===== src/rtl/score_display_ctrl.sv =====
// Collision score sequencer driving the two-digit HEX score decoder.
// Optional pause support is compiled in with `define SCORE_PAUSE_EN.
module score_display_ctrl #(
  parameter int MAX_COLLISIONS = 9,
  parameter int COOLDOWN       = 50_000_000,
  parameter int BLINK_DIV      = 25_000_000
) (
  input  logic       Clock,
  input  logic       Resetn,
  input  logic       Start,
  input  logic       CollisionIn,
`ifdef SCORE_PAUSE_EN
  input  logic       Pause,
`endif
  output logic [5:0] collision,
  output logic       DisplayEnable,
  output logic       Playing,
  output logic       GameOver
);

  // state       | meaning
  // S_IDLE      | waiting for Start, display blanked, score cleared
  // S_PLAYING   | counting hits with post-hit cooldown
  // S_GAME_OVER | score frozen at limit, display blinking
  // S_PAUSED    | hits and cooldown frozen (pause build only)
  typedef enum logic [1:0] {
    S_IDLE      = 2'd0,
    S_PLAYING   = 2'd1,
    S_GAME_OVER = 2'd2,
    S_PAUSED    = 2'd3
  } state_t;

  localparam int CD_W = (COOLDOWN > 0) ? $clog2(COOLDOWN + 1) : 1;
  localparam int BL_W = (BLINK_DIV > 1) ? $clog2(BLINK_DIV) : 1;
  localparam logic [5:0]      MAX_CNT = 6'(MAX_COLLISIONS);
  localparam logic [CD_W-1:0] CD_LOAD = CD_W'(COOLDOWN);
  localparam logic [BL_W-1:0] BL_LAST = BL_W'(BLINK_DIV - 1);

  state_t          state, state_nxt;
  logic            collin_q;
  logic [CD_W-1:0] cd_cnt;
  logic [BL_W-1:0] blink_cnt, blink_cnt_nxt;
  logic            blink_ph, blink_ph_nxt;
  logic            hit, count_hit, reach_max, restart, pause_req;
  logic            de_nxt, play_nxt, go_nxt;

`ifdef SCORE_PAUSE_EN
  assign pause_req = Pause;
`else
  assign pause_req = 1'b0;
`endif

  assign hit       = CollisionIn & ~collin_q;
  assign count_hit = (state == S_PLAYING) && hit && (cd_cnt == '0) && (collision < MAX_CNT);
  assign reach_max = count_hit && ((collision + 6'd1) == MAX_CNT);
  assign restart   = (state == S_GAME_OVER) && Start;

  always_ff @(posedge Clock or negedge Resetn) begin
    if (!Resetn) state <= S_IDLE;
    else         state <= state_nxt;
  end

  // Game-over on the limiting hit wins over a simultaneous pause request.
  always_comb begin
    state_nxt = state;
    case (state)
      S_IDLE:      if (Start) state_nxt = S_PLAYING;
      S_PLAYING: begin
        if (reach_max)      state_nxt = S_GAME_OVER;
        else if (pause_req) state_nxt = S_PAUSED;
      end
      S_PAUSED:    if (!pause_req) state_nxt = S_PLAYING;
      S_GAME_OVER: if (Start) state_nxt = S_PLAYING;
      default:     state_nxt = S_IDLE;
    endcase
  end

  always_comb begin
    blink_cnt_nxt = '0;
    blink_ph_nxt  = 1'b1;
    if ((state == S_GAME_OVER) && (state_nxt == S_GAME_OVER)) begin
      if (blink_cnt == BL_LAST) begin
        blink_cnt_nxt = '0;
        blink_ph_nxt  = ~blink_ph;
      end else begin
        blink_cnt_nxt = blink_cnt + BL_W'(1);
        blink_ph_nxt  = blink_ph;
      end
    end
  end

  always_comb begin
    de_nxt   = 1'b0;
    play_nxt = 1'b0;
    go_nxt   = 1'b0;
    case (state_nxt)
      S_PLAYING, S_PAUSED: begin
        de_nxt   = 1'b1;
        play_nxt = 1'b1;
      end
      S_GAME_OVER: begin
        de_nxt = blink_ph_nxt;
        go_nxt = 1'b1;
      end
      default: ;
    endcase
  end

  always_ff @(posedge Clock or negedge Resetn) begin
    if (!Resetn) begin
      collin_q      <= 1'b0;
      collision     <= '0;
      cd_cnt        <= '0;
      blink_cnt     <= '0;
      blink_ph      <= 1'b1;
      DisplayEnable <= 1'b0;
      Playing       <= 1'b0;
      GameOver      <= 1'b0;
    end else begin
      collin_q      <= CollisionIn;
      blink_cnt     <= blink_cnt_nxt;
      blink_ph      <= blink_ph_nxt;
      DisplayEnable <= de_nxt;
      Playing       <= play_nxt;
      GameOver      <= go_nxt;

      if ((state == S_IDLE) || restart) collision <= '0;
      else if (count_hit)               collision <= collision + 6'd1;

      // Cooldown only runs while actively playing; it holds in pause and game over.
      if ((state == S_IDLE) || restart)               cd_cnt <= '0;
      else if (count_hit)                             cd_cnt <= CD_LOAD;
      else if ((state == S_PLAYING) && (cd_cnt != '0)) cd_cnt <= cd_cnt - CD_W'(1);
    end
  end

endmodule


===== config.mk =====
export PLATFORM = sky130hd
export DESIGN_NAME = score_display_ctrl
export DESIGN_NICKNAME = d
export VERILOG_FILES = /design/src/rtl/score_display_ctrl.sv
export SDC_FILE = /design/constraint.sdc
export NUM_CORES = 1
export LEC_CHECK = 0
export BUFFER_PORTS_ARGS = -buffer_cell sky130_fd_sc_hd__clkbuf_2
export CELL_PAD_IN_SITES_DETAIL_PLACEMENT = 0
export CELL_PAD_IN_SITES_GLOBAL_PLACEMENT = 2
export CORE_UTILIZATION = 43
export CTS_CLUSTER_SIZE = 40
export DETAILED_ROUTE_END_ITERATION = 10
export PLACE_DENSITY_LB_ADDON = 0.05
export SLEW_MARGIN = 5
export SYNTH_ARGS = -nofsm -noshare
export SYNTH_HDL_FRONTEND = slang
export SYNTH_SLANG_ARGS = --single-unit
export TNS_END_PERCENT = 5

===== constraint.sdc =====
create_clock -name Clock -period 3.6 [get_ports Clock]
set_input_delay 0.36 -clock Clock [delete_from_list [all_inputs] [get_ports Clock]]
set_output_delay 0.36 -clock Clock [all_outputs]
set_load 0.02 [all_outputs]

== Yosys cells after proc, flatten, opt, wreduce, memory -nomap -nowiden ==
Cells that the tools add are included.

* Register bits: 64
* ROM bits: 0
* Bits of input ports: 4
* Output and inout port bits: 9
* Bits in latches: 0
* Memory bits (writable): 0
* Word-level logic and storage cells: 54
* Memories: 0

* $add $sub $neg: 3
* Bitwise gates (word level): 3
* Div/mod/pow operators: 0
* Mux-type cells: 15
* Equal/unequal tests: 8
* Order comparisons: 1
* $mul: 0
* Reductions and logical operators: 15
* Shifts and indexed selects: 0

{| class="wikitable"
|+ Operators by type and width
! kind !! number
|-
| $mux 26 || 3
|-
| $mux 25 || 2
|-
| $logic_not 26->1 || 1
|-
| $reduce_bool 26->1 || 1
|-
| $sub 26x1->26 const B || 1
|-
| $add 25x1->25 const B || 1
|-
| $eq 25x25->1 const B || 1
|-
| $mux 6 || 2
|-
| $eq 2x2->1 const B || 4
|-
| $logic_and 1x1->1 || 7
|-
| $add 6x1->6 const B || 1
|-
| $eq 6x4->1 const B || 1
|-
| $lt 6x4->1 const B || 1
|-
| $pmux 2 s3 || 1
|-
| $eq 2x1->1 const B || 2
|-
| $mux 1 || 4
|-
| $mux 2 || 2
|-
| $reduce_or 2->1 || 2
|-
| $reduce_bool 3->1 || 1
|-
| $logic_not 2->1 || 1
|-
| $not 1->1 || 2
|-
| $pmux 1 s2 || 1
|-
| $reduce_bool 2->1 || 1
|-
| $and 1x1->1 || 1
|-
| $logic_or 1x1->1 || 1
|}

== Longest topological paths before layout ==
* Depth after elaboration: 12
* Depth in mapped cells: 9

== Least setup slack after synthesis ==
OpenSTA, ideal clock, no wires.

* Kind: reg2reg
* Start: reg cd_cnt[17]
* End: reg cd_cnt[12]
* Cell stages (with the launch flop): 9
* Clock period less this slack: 2.389 ns
* Slack: 1.211 ns
* Library setup time: 0.124 ns
* Path buffers: 3
* Data arrival time: 2.265 ns
* Path through: dfrtp_1 -> or4_1 -> buf_2 -> or2_1 -> buf_6 -> o31a_1 -> buf_2 -> mux2i_1 -> a211o_1

* Word-level cells in the longest chain between the ends: 5

{| class="wikitable"
|+ RTL lines
! what !! line !! source
|-
| start: declaration || 41 || <nowiki>logic [CD_W-1:0] cd_cnt;</nowiki>
|-
| start signal: assignment || 133 || <nowiki>else if ((state == S_PLAYING) && (cd_cnt != '0)) cd_cnt <= cd_cnt - CD_W'(1);</nowiki>
|-
| $logic_not 26->1 || 54 || <nowiki>assign count_hit = (state == S_PLAYING) && hit && (cd_cnt == '0) && (collision < MAX_CNT);</nowiki>
|-
| $logic_and 1x1->1 (2 in series) || 54 ||
|-
| $mux 26 || 132 || <nowiki>else if (count_hit) cd_cnt <= CD_LOAD;</nowiki>
|-
| $mux 26 || 131 || <nowiki>if ((state == S_IDLE) || restart) cd_cnt <= '0;</nowiki>
|}

Several ways; a longest one is shown, not always the timed one.
A chain may end at the register's enable or synchronous reset.

== Final worst setup path ==
* Start: reg cd_cnt[17]
* End: reg cd_cnt[15]

Same word-level chain as after synthesis.

==> key figures <==
Synthesis
  – Seq/Total Area, Yosys: 0.474
  – Number of synthesized flops with an enable pin: 0
  – Top-area cell type share of the netlist area: 0.466
  – Avg Cell Area, Syn: roughly 9.9 um^2
  – Gate Count Post-Synth: 337
  – Top cells by area, synth: dfrtp_1, nor2_1, xor2_1
  – Synth Cell Area: 3330 um^2
  – Synth cell types: 51
  – Async set-or-reset flop fraction in the synthesized netlist: 1.00
  – Yosys top cell by area: dfrtp_1
  – Syn Nets: roughly 350
  – #FFs+latches synth: 63
  – Ys flop type: dfrtp_1
  – Synth Warn #: 0

Placement
  – Buffers added on ports: 12
  – Post-DP HPWL: 4.61 mm
  – Final GP Congestion: between 0.7 and 0.8
  – Placed insts: 438

Floorplan
  – # rows: 31
  – Starting Density: 0.452
  – Die area: just over 8000 um^2
  – Chip width: 90.0 um
  – DIE HEIGHT: 90.0 um
  – CORE AREA: between 7000 and 8000 um^2
  – # IOs: 13

STA
  – Pins over their slew limit: 0
  – Max-slew headroom: 0.447
  – Unrepaired setup endpoints after global routing: no
  – Min cycle time layout: 2720 ps
  – Fin crit share: 0.755
  – Setup violators final: 0
  – Slew @ Worst Pin: 822 ps
  – Endpoints failing hold: 0
  – Fmax: 0.368 GHz
  – Worst Clk Skew: 9.03 ps
  – Post-Route Setup TNS: 0 ps
  – Hold WS: 145 ps

Clock tree
  – Clock tree buffer depth: 2
  – Root buffer cell: clkbuf_8
  – Clock sinks: 63
  – Cts bufs inserted: 9
  – Post-CTS setup buffer count: 0
  – CTS tree: done
  – H-tree Lvls: 3
  – Clock transition at path regs: around 70 ps
  – Post_cts resized: 0
  – Hold buffers post-CTS: 0
  – Worst-Skew Late Latency: 350 ps

Route
  – Vias per inst: approximately 5.6
  – Residual DRC count: 0
  – DR pass1 iterations: 4
  – Routed Antenna Nets: 0
  – Detailed Route WL: 7.00 mm
  – WL/cell: 15.4 um
  – Via Count: ~2500
  – Initial DRC Count: 122

Power and ir drop
  – Pwr/cell area: roughly 560 nW/um^2
  – Switching Fraction: 0.294
  – Internal Power: 1.48 mW
  – Part of the power in combinational logic: 0.180
  – Clk network pwr share: 0.373
  – LEAKAGE: around 1.5 nW
  – Sw Pwr: 0.613 mW
  – Max VDD drop: 348 uV
  – Sequential share of power: 0.447
  – Overall power: 2.09 mW

Global route
  – Total track usage: 0.193
  – Pin count of the biggest net entering global routing: 64
  – Initial antenna violation count: 0
  – First-pass GRT wire length: 12.4 mm
  – Number of global-route vias before repair: 2513
  – Gr ovfl total: 0

Setup path
  – Crit path DAT: a little under 3000 ps
  – CP Depth: 5
  – Crit. End Element: register
  – Worst r2r path cells: 5
  – Startpoint types: register
  – Crit-path leading delay family: simple AND/OR/NAND/NOR gates
  – Worst path max stage delay: 670 ps
  – CP max FO: 17
  – Max stage delay cell, worst path: o31ai_4
  – Setup CP Type: register to register
  – CP bufs+invs: 0
  – Worst path cell trace: or4_1 -> or2_1 -> o31ai_4 -> nor3_1 -> a221o_1
  – CP Data Required Time: approximately 3800 ps

Job
  – Max_cap viols: 0

Layout
  – Non-Filler Instances: 454
  – Layout area overhead: 11.6%
  – Final #Nets: 360
  – # diodes: 0
  – Layout cells sized above 1: 0.118
  – Fill count: 719

Worst hold path
  – Hold Crit Class: input pin to register
  – Hold depth: 1

Status
  – Outcome: finished, final reports clean
==> area by class of cell <==
class                      count  area, um^2  area share
multi-input combinational    246        1610       0.433
sequential                    63        1580       0.424
clock buffer                  11         151      0.0407
tap                           99         124      0.0333
timing repair buffer          18         105      0.0283
clock inverter                 5         104      0.0279
inverter                      12        45.0      0.0121
==> cell usage after synthesis, drive strengths merged (9+ instances only) <==
library cell  count
dfrtp            62
nor2             39
a21oi            19
xor2             15
nand3            13
nor3             13
inv              12
or3              12
xnor2            12
nand2            11
buf              10
nor4             10
or4              10
nand4             9
o21ai             9
==> worst register-to-register path: cells and delay by family, from the launching register on <==
family / cells / cell delay, ps
AO/OA/AOI/OAI: 2 / 1040
flip-flops: 1 / 390
AND/OR/NAND/NOR: 3 / 1180
==> layer usage <==
metal,GRT usage,vias to the layer above,wire length (um)
li1,-,1261,-
met1,0.263,1253,3420
met2,0.303,25,3300
met3,0.0305,10,152
met4,0.0927,0,129
met5,0,-,0
==> final timing paths <==
path	start	end	slack, ps
max	cd_cnt[17]$_DFFE_PN0P_	cd_cnt[15]$_DFFE_PN0P_	880
min	CollisionIn	collin_q$_DFF_PN0_	150
max reg2reg	cd_cnt[17]$_DFFE_PN0P_	cd_cnt[15]$_DFFE_PN0P_	880
min reg2reg	cd_cnt[20]$_DFFE_PN0P_	cd_cnt[20]$_DFFE_PN0P_	480
max in group asynchronous	Resetn	cd_cnt[15]$_DFFE_PN0P_	2860
min in group asynchronous	Resetn	blink_cnt[20]$_DFF_PN0_	160
==> state kept, by name (all words and copies together) (netlist names) <==
register / count
Playing: 1
GameOver: 1
collision: 6
cd_cnt: 26
blink_cnt: 25
DisplayEnable: 1
blink_ph: 1
state: 1
collin_q: 1
==> cells by family (layout without fill, tap and decap cells) <==
family,after synthesis,count (layout),synth area share
AO/OA/AOI/OAI,63,63,0.131
adder cells (fa/ha/maj),6,6,0.0225
flip-flops,63,63,0.474
XOR/XNOR,27,27,0.0710
multiplexers,4,4,0.0120
AND/OR/NAND/NOR,146,146,0.247
buffers and inverters,28,46,0.0425
==> power groups by stage <==
| stage | clock network, mW | logic, mW | registers, mW |
|---|---|---|---|
| 5_1_grt | 0.832 | 0.426 | 0.957 |
| 6_report | 0.780 | 0.375 | 0.934 |
| 4_1_cts | 0.801 | 0.381 | 0.932 |
| 3_5_place_dp | 0 | 0.378 | 0.944 |
| 3_3_place_gp | 0 | 0.371 | 0.943 |
| 2_1_floorplan | 0 | 0.312 | 0.915 |
==> stage by stage <==
| stage | setup WS, ps | cell area (um^2) | util |
|---|---|---|---|
| 2_1_floorplan | 1210 | 3330 | - |
| 3_3_place_gp | 928 | 3460 | 0.470 |
| 3_5_place_dp | 896 | 3460 | 0.470 |
| 4_1_cts | 887 | 3720 | 0.504 |
| 5_1_grt | 748 | 3720 | 0.504 |
| 6_report | 883 | 3720 | 0.504 |
==> cells in the final DEF (no fill, tap or decap), types with 3 or more instances in the layout <==
cell       synthesis  final
or2_2              4      4
clkbuf_2           0     12
nand3b_1           3      3
xor2_1            15     15
dfrtp_1           62     62
nor2_1            39     39
bufinv_16          0      3
or4_1             10     10
nand2_1           10     10
inv_1             12     12
a21oi_1           19     19
clkbuf_8           0     11
nor4_1             9      9
or3_1             12     12
xnor2_1           12     12
nand3_1           13     13
o21ai_0            8      8
nand4_1            9      9
a211oi_1           5      5
and4_1             5      5
buf_4              2      6
a311oi_1           5      5
ha_1               6      6
nor3_1            13     13
and3_1             5      5
o31ai_1            7      7
mux2i_1            4      4
(Power assumes the default switching activity.)
